$ cat src/rtl/core_bus_bridge.sv
// Single-beat uncached bridge: arbitrates ibus/dbus requests onto one cbus port.
// Types shared with the fetch/memory stages and the AXI adapter live in core_bus_bridge_pkg.
package core_bus_bridge_pkg;
   typedef logic [2:0] msize_t;
   typedef logic [3:0] mlen_t;
   typedef logic [1:0] axi_burst_t;

   localparam msize_t     MSIZE1         = 3'd0;
   localparam msize_t     MSIZE2         = 3'd1;
   localparam msize_t     MSIZE4         = 3'd2;
   localparam msize_t     MSIZE8         = 3'd3;
   localparam mlen_t      MLEN1          = 4'd0;
   localparam axi_burst_t AXI_BURST_INCR = 2'b01;

   typedef struct packed {
      logic        valid;
      logic [31:0] addr;
   } ibus_req_t;

   typedef struct packed {
      logic        addr_ok;
      logic        data_ok;
      logic [31:0] data;
   } ibus_resp_t;

   typedef struct packed {
      logic        valid;
      logic [31:0] addr;
      msize_t      size;
      logic [7:0]  strobe;
      logic [63:0] data;
   } dbus_req_t;

   typedef struct packed {
      logic        addr_ok;
      logic        data_ok;
      logic [63:0] data;
   } dbus_resp_t;

   typedef struct packed {
      logic        valid;
      logic        is_write;
      msize_t      size;
      logic [31:0] addr;
      logic [7:0]  strobe;
      logic [63:0] data;
      mlen_t       len;
      axi_burst_t  burst;
   } cbus_req_t;

   typedef struct packed {
      logic        ready;
      logic        last;
      logic [63:0] data;
   } cbus_resp_t;
endpackage

module core_bus_bridge
   import core_bus_bridge_pkg::*;
#(
   parameter int unsigned DFIXED_PRIO = 0
) (
   input  logic       clk,
   input  logic       reset,
   input  ibus_req_t  ireq,
   output ibus_resp_t iresp,
   input  dbus_req_t  dreq,
   output dbus_resp_t dresp,
   output cbus_req_t  creq,
   input  cbus_resp_t cresp
);

   localparam logic [1:0] IDLE   = 2'd0;
   localparam logic [1:0] BUSY_I = 2'd1;
   localparam logic [1:0] BUSY_D = 2'd2;

   logic [1:0] state_q, state_d;
   logic       last_d_q, last_d_d;   // 1: most recent completed grant was D
   cbus_req_t  lat_q, lat_d;
   logic       grant_i, grant_d, done;

   always_comb begin
      grant_i = 1'b0;
      grant_d = 1'b0;
      if (state_q == IDLE) begin
         if (dreq.valid && ireq.valid) begin
            if (DFIXED_PRIO != 0 || !last_d_q) grant_d = 1'b1;
            else                               grant_i = 1'b1;
         end else if (dreq.valid) begin
            grant_d = 1'b1;
         end else if (ireq.valid) begin
            grant_i = 1'b1;
         end
      end
      done = (state_q != IDLE) && cresp.ready && cresp.last;
   end

   always_comb begin
      state_d  = state_q;
      last_d_d = last_d_q;
      lat_d    = lat_q;
      case (state_q)
         IDLE: begin
            if (grant_d) begin
               state_d        = BUSY_D;
               lat_d          = '0;
               lat_d.valid    = 1'b1;
               lat_d.is_write = |dreq.strobe;
               lat_d.size     = dreq.size;
               lat_d.addr     = dreq.addr;
               lat_d.strobe   = dreq.strobe;
               lat_d.data     = dreq.data;
               lat_d.len      = MLEN1;
               lat_d.burst    = AXI_BURST_INCR;
            end else if (grant_i) begin
               state_d        = BUSY_I;
               lat_d          = '0;
               lat_d.valid    = 1'b1;
               lat_d.size     = MSIZE4;
               lat_d.addr     = ireq.addr;
               lat_d.len      = MLEN1;
               lat_d.burst    = AXI_BURST_INCR;
            end
         end
         BUSY_I: begin
            if (done) begin
               state_d  = IDLE;
               last_d_d = 1'b0;
            end
         end
         BUSY_D: begin
            if (done) begin
               state_d  = IDLE;
               last_d_d = 1'b1;
            end
         end
         default: state_d = IDLE;
      endcase
   end

   // Responses are combinational so data_ok lines up with the completing cbus beat.
   always_comb begin
      iresp         = '0;
      dresp         = '0;
      creq          = (state_q != IDLE) ? lat_q : '0;
      iresp.addr_ok = grant_i;
      dresp.addr_ok = grant_d;
      if (state_q == BUSY_I && done) begin
         iresp.data_ok = 1'b1;
         iresp.data    = lat_q.addr[2] ? cresp.data[63:32] : cresp.data[31:0];
      end
      if (state_q == BUSY_D && done) begin
         dresp.data_ok = 1'b1;
         dresp.data    = cresp.data;
      end
   end

   always_ff @(posedge clk) begin
      if (reset) begin
         state_q  <= IDLE;
         last_d_q <= 1'b0;
         lat_q    <= '0;
      end else begin
         state_q  <= state_d;
         last_d_q <= last_d_d;
         lat_q    <= lat_d;
      end
   end

endmodule

$ cat config.mk
export PLATFORM = sky130hd
export DESIGN_NAME = core_bus_bridge
export DESIGN_NICKNAME = d
export VERILOG_FILES = /design/src/rtl/core_bus_bridge.sv
export SDC_FILE = /design/constraint.sdc
export NUM_CORES = 1
export LEC_CHECK = 0
export ABC_AREA = 1
export CELL_PAD_IN_SITES_DETAIL_PLACEMENT = 0
export CELL_PAD_IN_SITES_GLOBAL_PLACEMENT = 1
export CORE_ASPECT_RATIO = 1.25
export CORE_MARGIN = 3
export CORE_UTILIZATION = 24
export DETAILED_ROUTE_END_ITERATION = 12
export PLACE_DENSITY = 0.89
export SYNTH_ARGS = -nofsm -noshare
export SYNTH_HDL_FRONTEND = slang
export SYNTH_SLANG_ARGS = --single-unit
$ cat constraint.sdc
create_clock -name clk -period 4.95 [get_ports clk]
set_input_delay 0.99 -clock clk [delete_from_list [all_inputs] [get_ports clk]]
set_output_delay 0.99 -clock clk [all_outputs]
set_load 0.005 [all_outputs]
==> metrics.md, run 1 <==
| Metric | Value |
|---|---|
| RSZ-0062 raised after global routing | false |
| Final critical-path share of the clock period | 80.29% |
| Clock Latency Late Sink | roughly 0.36 ns |
| CP required | 3.96 ns |
| Initial DRC Count | ~300 |
| FMAX | roughly 250 MHz |
| Sw Ratio | 40.87% |
| R2r startpoint | state_q[0] |
| Total grt overflow | 0 |
| Crit-path max cell delay | around 0.52 ns |
| Gpl congestion | 0.8563 |
| Final Hold Fails | 0 |
| Final wirelength | 27.83 mm |
| Clock share of power | roughly 20% |
| Resized cells post-CTS | 0 |
| EDFF count, synth | 0 |
| Post-DP HPWL | 21.03 mm |
| Mapped Cells | around 1100 |
| Crit path max-delay family | buffers and inverters |
| # diodes | 0 |
| Num CTS Buffers | 9 |
| Setup crit end kind | primary output |
| Commonest cells post-synth | 284 x nor2_1, 258 x nand2_1, 184 x inv_1 |
| Register area share after synthesis | a little over a third |
| Critical Path, Cell by Cell | clkdlybuf4s50_1 -> nand2_1 -> nor2_1 -> nand2_1 -> buf_4 -> nor2_1 -> clkdlybuf4s50_1 |
| Worst Setup SP | cresp[64] |
| ANT nets after route | 0 |
| Yosys cell types | 19 |
| Initial antenna violation count | 1 |
| CP max-delay cell | clkdlybuf4s50_1 |
| Postcts setup bufs | 0 |
| Hold-fix buffers, CTS | 0 |
| Vias per cell | about 4.3 |
| Power per Cell Area | ~330 mW/mm^2 |
| WS Path Type | in2out |
| Tmin final | slightly below 4 ns |
| Fin worst setup slack | between 0.9 and 1 ns |
| Fraction of layout cells with a size suffix above 1 | under 10% |
| Outcome | finished, final reports clean |
| Seq pwr share | a little under a third |
| Final Instance Area | roughly 0.011 mm^2 |
| Post-Syn Area | about 0.0064 mm^2 |
| Int Pwr | about 0.0022 W |
| Max Buffers Root-to-Sink | 2 |
| Slew @ Worst Pin | between 1 and 1.5 ns |
| Comb pwr share | ~48% |
| Syn. warnings | 0 |
| First-pass GRT wire length | 40.79 mm |
| Layout area overhead | 72.72% |
| Data arrival, critical path | ~3 ns |
| GRT Util Overall | about 18% |
| Switch Pwr | between 0.001 and 0.0015 W |
| Share of flip-flops with an asynchronous set or reset | 0% |
| # nets final | 1678 |
| Vias in the first global route | between 7000 and 8000 |
| Predominant post-synthesis flop cell | dfxtp_1 |
| Slew Limit Fails | 0 |
| Yosys top cell area share | 35.30% |
| Placed instance area | between 0.01 and 0.015 mm^2 |
| Drt wl/cell | roughly 15 um |
| Leak pwr | about 4.5 nW |
| Root buf cell | clkbuf_16 |
| TritonCTS clock tree | done |
| DR pass1 iterations | 4 |
| DRC | 0 |
| Post-synthesis register bit count | around 110 |
| Via count | approximately 7700 |
| Die Wd | between 150 and 200 um |
| Setup TNS Final | 0 ns |
| Synth area leader | dfxtp_1 |
| Min-delay worst type | reg2reg |
| Bufs and invs on worst path | 3 |
| Starting Density | about a quarter |
| Core box area | 0.02562 mm^2 |
| CP Max Fanout | 23 |
| Avg Inst Size Synth | between 5 and 6 um^2 |
| Final setup viols | 0 |
| Worst slew margin | between 30% and 40% |
| DIE AREA | approximately 0.028 mm^2 |
| Port buffer count | around 420 |
| DIE HEIGHT | around 190 um |
| Clock sinks | 112 |
| Core Rows | 65 |
| Clock transition at path regs | around 0.080 ns |
| CTS H-tree lvls | 3 |
| Maximum VDD drop | between 0.15 and 0.2 mV |
| Pin count of the biggest net entering global routing | 91 |
| # IOs | 424 |
| Max Cap Violations | 0 |
| Top-count cell post-synth | nor2_1 |
| Top cells by area, synth | dfxtp_1 35%, nor2_1 17%, nand2_1 15% |
| Hold path start | lat_q[75] |
| Worst setup SP type | input pin |
| Worst hold slack | roughly 0.46 ns |
| Worst Skew | a little under 0.009 ns |
| DP Worst Slack | a little under 1 ns |
-- final cells by class --
type	count	area (um^2)
multi-input cells	725	3019
clock buffers	11	252.7
fillers	2764	14650
clock inverters	5	37.54
repair buffers	432	4299
flip-flops and latches	112	2243
inverters	186	698.2
well taps	335	419.2
-- worst paths after layout --
| check | endpoint | cells after the start | slack [ns] |
|---|---|---|---|
| worst min register to register | lat_q[75] | 2 | 0.46 |
| worst max-delay path | iresp[12] | 7 | 0.98 |
| worst min-delay path | lat_q[75] | 2 | 0.46 |
| worst max register to register | lat_q[91] | 10 | 1.87 |
-- placed cells by master, fill, tap and decap left out --
master	n
a21oi_1	128
buf_12	1
buf_4	14
clkbuf_16	9
clkbuf_8	2
clkdlybuf4s50_1	417
clkinv_2	1
clkinvlp_4	2
conb_1	5
dfxtp_1	111
dfxtp_2	1
ha_1	2
ha_4	1
inv_1	184
inv_2	2
inv_6	2
nand2_1	257
nand2_2	2
nand3_1	21
nand3_2	2
nand4_1	20
nor2_1	284
o21ai_0	2
or2_0	1
-- sequential cells by signal (all words and copies together) (netlist names) --
signal,flops
state_q,2
last_d_q,1
lat_q,109
-- logic make-up after synthesis --
logic type | Yosys count | synth area share [%]
compound gates | 130 | 10.24
fa+ha+maj | 3 | 0.5911
buf+inv | 269 | 17.63
flops | 112 | 35.30
other cells | 1 | 0.05904
simple gates | 587 | 36.17
-- tightest hold or removal path, cell delays in order (launching register included) --
cell,delay [ns]
dfxtp_1,0.31
nand2_1,0.06
a21oi_1,0.05
-- power by group through the flow --
stage	sequential [W]	clock [W]	combinational [W]
finish	0.00117	0.000731	0.00176
global route	0.00119	0.000793	0.00196
CTS	0.00117	0.000763	0.00180
detailed placement	0.00119	0	0.00180
global placement	0.00118	0	0.00179
floorplan	0.00115	0	0.00102
-- stage by stage --
| stage | utilization (%) | total power (W) | std cells |
|---|---|---|---|
| 2_1_floorplan | - | 0.002170 | 1106 |
| 3_3_place_gp | 41.69 | 0.002970 | 1790 |
| 3_5_place_dp | 41.69 | 0.002986 | 1790 |
| 4_1_cts | 42.82 | 0.003733 | 1806 |
| 5_1_grt | 42.82 | 0.003942 | 1806 |
| 6_report | 42.82 | 0.003653 | 1806 |
-- metal layers --
layer / wire (um) / part of all wire (%) / global-route usage (%)
met1: 10730 / 39 / 20.16
met2: 13710 / 49 / 33.13
met3: 2800 / 10 / 6.502
met4: 572 / 2.1 / 5.671
met5: 19 / 0.068 / 0
Note: power is estimated with default switching activity, not from simulation.
==> run 2: changes to the inputs <==
Settings changed: CORE_UTILIZATION 24 to 20, PLACE_DENSITY 0.89 to 0.79.
Clock period 4.95 ns to 3.5 ns, I/O delays scaled along.
==> metrics.md, run 2 (synthesis results as in run 1) <==
| Metric | Value |
|---|---|
| Outcome | finished, final reports clean (unchanged) |
| Switch Pwr | 0.002131 W (was 0.001493 W) |
| Worst Setup SP | cresp[65] (was cresp[64]) |
| Min-delay worst type | reg2reg (unchanged) |
| Slew @ Worst Pin | 0.7764 ns (was 1.013 ns) |
| TritonCTS clock tree | done (unchanged) |
| Max Cap Violations | 0 (unchanged) |
| Vias in the first global route | 7442 (was 7354) |
| Clock sinks | 112 (unchanged) |
| Hold path start | lat_q[11] (was lat_q[75]) |
| Clock share of power | 22.0% (was 20.0%) |
| Drt wl/cell | 15.50 um (was 15.41 um) |
| Pin count of the biggest net entering global routing | 91 (unchanged) |
| Worst setup SP type | input pin (unchanged) |
| Reg2reg end | lat_q[87] (was lat_q[91]) |
| Sw Ratio | 39.78% (was 40.87%) |
| Layout area overhead | 76.36% (was 72.72%) |
| Worst Skew | 0.008600 ns (was 0.008830 ns) |
| Die Wd | 165.4 um (was 151.5 um) |
| # IOs | 424 (unchanged) |
| FMAX | around 320 MHz |
| Critical Path Stages | 7 (unchanged) |
| Commonest non-fill, non-tap cell in the layout | clkdlybuf4s50_1 (unchanged) |
| Hold Path Sink | lat_q[11] (was lat_q[75]) |
| CP Max Fanout | 34 (was 23) |
| Comb pwr share | 47.1% (was 48.0%) |
| Core Rows | 72 (was 65) |
| Starting Density | 20.38% (was 24.79%) |
| CP required | 2.80 ns (was 3.96 ns) |
| Max Buffers Root-to-Sink | 2 (unchanged) |
| ANT nets after route | 0 (unchanged) |
| Seq pwr share | 30.9% (was 31.9%) |
| Max reg flops | 109 (unchanged) |
| Leak pwr | 4.618 nW (was 4.520 nW) |
| Postcts setup bufs | 0 (unchanged) |
| Final critical-path share of the clock period | roughly nine tenths |
| GRT Util Overall | 16.30% (was 18.48%) |
| WS Path Type | in2out (unchanged) |
| RSZ-0062 raised after global routing | false (unchanged) |
| Power per Cell Area | 478.3 mW/mm^2 (was 333.0 mW/mm^2) |
| Final wirelength | 29.18 mm (was 27.83 mm) |
| CTS H-tree lvls | 3 (unchanged) |
| Initial antenna violation count | 2 (was 1) |
| R2r worst-path depth | 9 (was 10) |
| Data arrival, critical path | 2.42 ns (was 2.98 ns) |
| Fraction of layout cells with a size suffix above 1 | 3.591% (was 2.651%) |
| Tmin final | 3.117 ns |
| Critical Path, Cell by Cell | clkdlybuf4s50_1 -> nand2_1 -> nor2_1 -> nand2_1 -> buf_4 -> nor2_1 -> clkdlybuf4s50_1 (unchanged) |
| Final setup viols | 0 (unchanged) |
| DIE HEIGHT | 205.2 um (was 187.9 um) |
| CP max-delay cell | clkdlybuf4s50_1 (unchanged) |
| # nets final | 1683 (was 1678) |
| Hold-fix buffers, CTS | 0 (unchanged) |
| R2r startpoint | state_q[0] (unchanged) |
| Final Hold Fails | 0 (unchanged) |
| Final non-filler cell total | 1883 (was 1806) |
| First-pass GRT wire length | 42.53 mm (was 40.79 mm) |
| DIE AREA | 0.03394 mm^2 (was 0.02846 mm^2) |
| Worst Hold Depth | 2 (unchanged) |
| Reg with most FFs | lat_q (unchanged) |
| Resized cells post-CTS | 0 (unchanged) |
| Clock transition at path regs | 0.08 ns (about the same) |
| # diodes | 0 (unchanged) |
| Root buf cell | clkbuf_16 (unchanged) |
| Top Registers | lat_q: 109 flops, state_q: 2 flops, last_d_q: 1 flops (unchanged) |
| Port buffer count | 418 (unchanged) |
| Clock Latency Late Sink | 0.36 ns (about the same) |
| Slew Limit Fails | 0 (unchanged) |
| Crit path max-delay family | buffers and inverters (unchanged) |
| Setup TNS Final | 0 ns (unchanged) |
| DRC | 0 (unchanged) |
| DR pass1 iterations | 5 (was 4) |
| # fillers | 3407 (was 2764) |
| Maximum VDD drop | 0.2482 mV (was 0.1899 mV) |
| Vias per cell | 4.106 (was 4.286) |
| Worst slew margin | 48.24% (was 32.47%) |
| Total grt overflow | 0 (unchanged) |
| Via count | 7732 (was 7741) |
| Int Pwr | 0.003226 W (was 0.002160 W) |
| Num CTS Buffers | 9 (unchanged) |
| DP Cell Count | 1867 (was 1790) |
| Core box area | 0.03117 mm^2 (was 0.02562 mm^2) |
| Bufs and invs on worst path | 3 (unchanged) |
| FF-to-FF setup slack | 1.26 ns (was 1.87 ns) |
| Crit-path max cell delay | 0.52 ns (about the same) |
| Gpl congestion | 0.8188 (was 0.8563) |
| Initial DRC Count | 313 (was 306) |
| Setup crit end kind | primary output (unchanged) |
| Most frequent cells in the layout | 408 x clkdlybuf4s50_1, 284 x nor2_1, 257 x nand2_1 (was 417 x clkdlybuf4s50_1, 284 x nor2_1, 257 x nand2_1) |
| Post-DP HPWL | 22.35 mm (was 21.03 mm) |
## run 2: changes by cell type in the layout (fill, tap and decap cells not counted)
cell / before / now
clkinv_2: 1 / 2
buf_12: 1 / 8
bufinv_16: 0 / 2
clkinv_8: 0 / 1
buf_4: 14 / 21
clkinvlp_4: 2 / 0
clkdlybuf4s50_1: 417 / 408
clkbuf_8: 2 / 0
## run 2: worst min-delay path: cells and delay by family, from the launching register on
kind | cells | cell delay, ns
flip-flops | 1 | 0.31
AO/OA/AOI/OAI | 1 | 0.05
AND/OR/NAND/NOR | 1 | 0.06
## run 2: layout make-up
| type | count | area (um^2) | area share, % |
|---|---|---|---|
| Tap cell | 407 | 509.2 | 4.546 |
| Multi-Input combinational cell | 725 | 3019 | 26.96 |
| Sequential cell | 112 | 2243 | 20.03 |
| Inverter | 186 | 698.2 | 6.233 |
| Clock inverter | 7 | 103.9 | 0.9272 |
| Clock buffer | 9 | 225.2 | 2.011 |
| Timing Repair Buffer | 437 | 4402 | 39.30 |
## run 2: stage by stage
stage	hold slack (ns)	worst slack [ns]	instance area, um^2	total power, W	utilization, %
final	0.4641	0.3825	11200	0.005357	35.93
after global routing	0.4787	0.2063	11200	0.005807	35.93
after CTS	0.4640	0.3198	11200	0.005500	35.93
after detailed placement	0.4517	0.3714	10870	0.004281	34.88
after global placement	0.4473	0.4049	10870	0.004283	34.88
after floorplan	0.4390	1.438	6366	0.003069	-
## run 2: per-layer routing
| layer | part of all wire [%] | track usage [%] |
|---|---|---|
| met5 | 0.089 | 0 |
| met1 | 38 | 17.81 |
| met2 | 48 | 28.97 |
| met3 | 13 | 7.491 |
| met4 | 0.75 | 3.150 |
## run 2: how the worst max path moves through the flow
stage | to | slack [ns]
6_report | iresp[7] | 0.38
5_1_grt | iresp[5] | 0.21
4_1_cts | iresp[10] | 0.32
3_5_place_dp | iresp[5] | 0.37
3_3_place_gp | iresp[5] | 0.40
2_1_floorplan | dresp[55] | 1.44
## run 2: power groups by stage
stage	sequential (W)	combinational, W	clock, W
floorplan	0.00163	0.00144	0
global route	0.00169	0.00284	0.00128
finish	0.00165	0.00253	0.00118
detailed placement	0.00168	0.00260	0
CTS	0.00166	0.00261	0.00123
global placement	0.00168	0.00261	0
==> run 3: changes to the inputs <==
Settings changed: CAP_MARGIN set to 20.
==> results of run 3 <==
No change in the layout: final DEF, timing and power equal those of run 2.
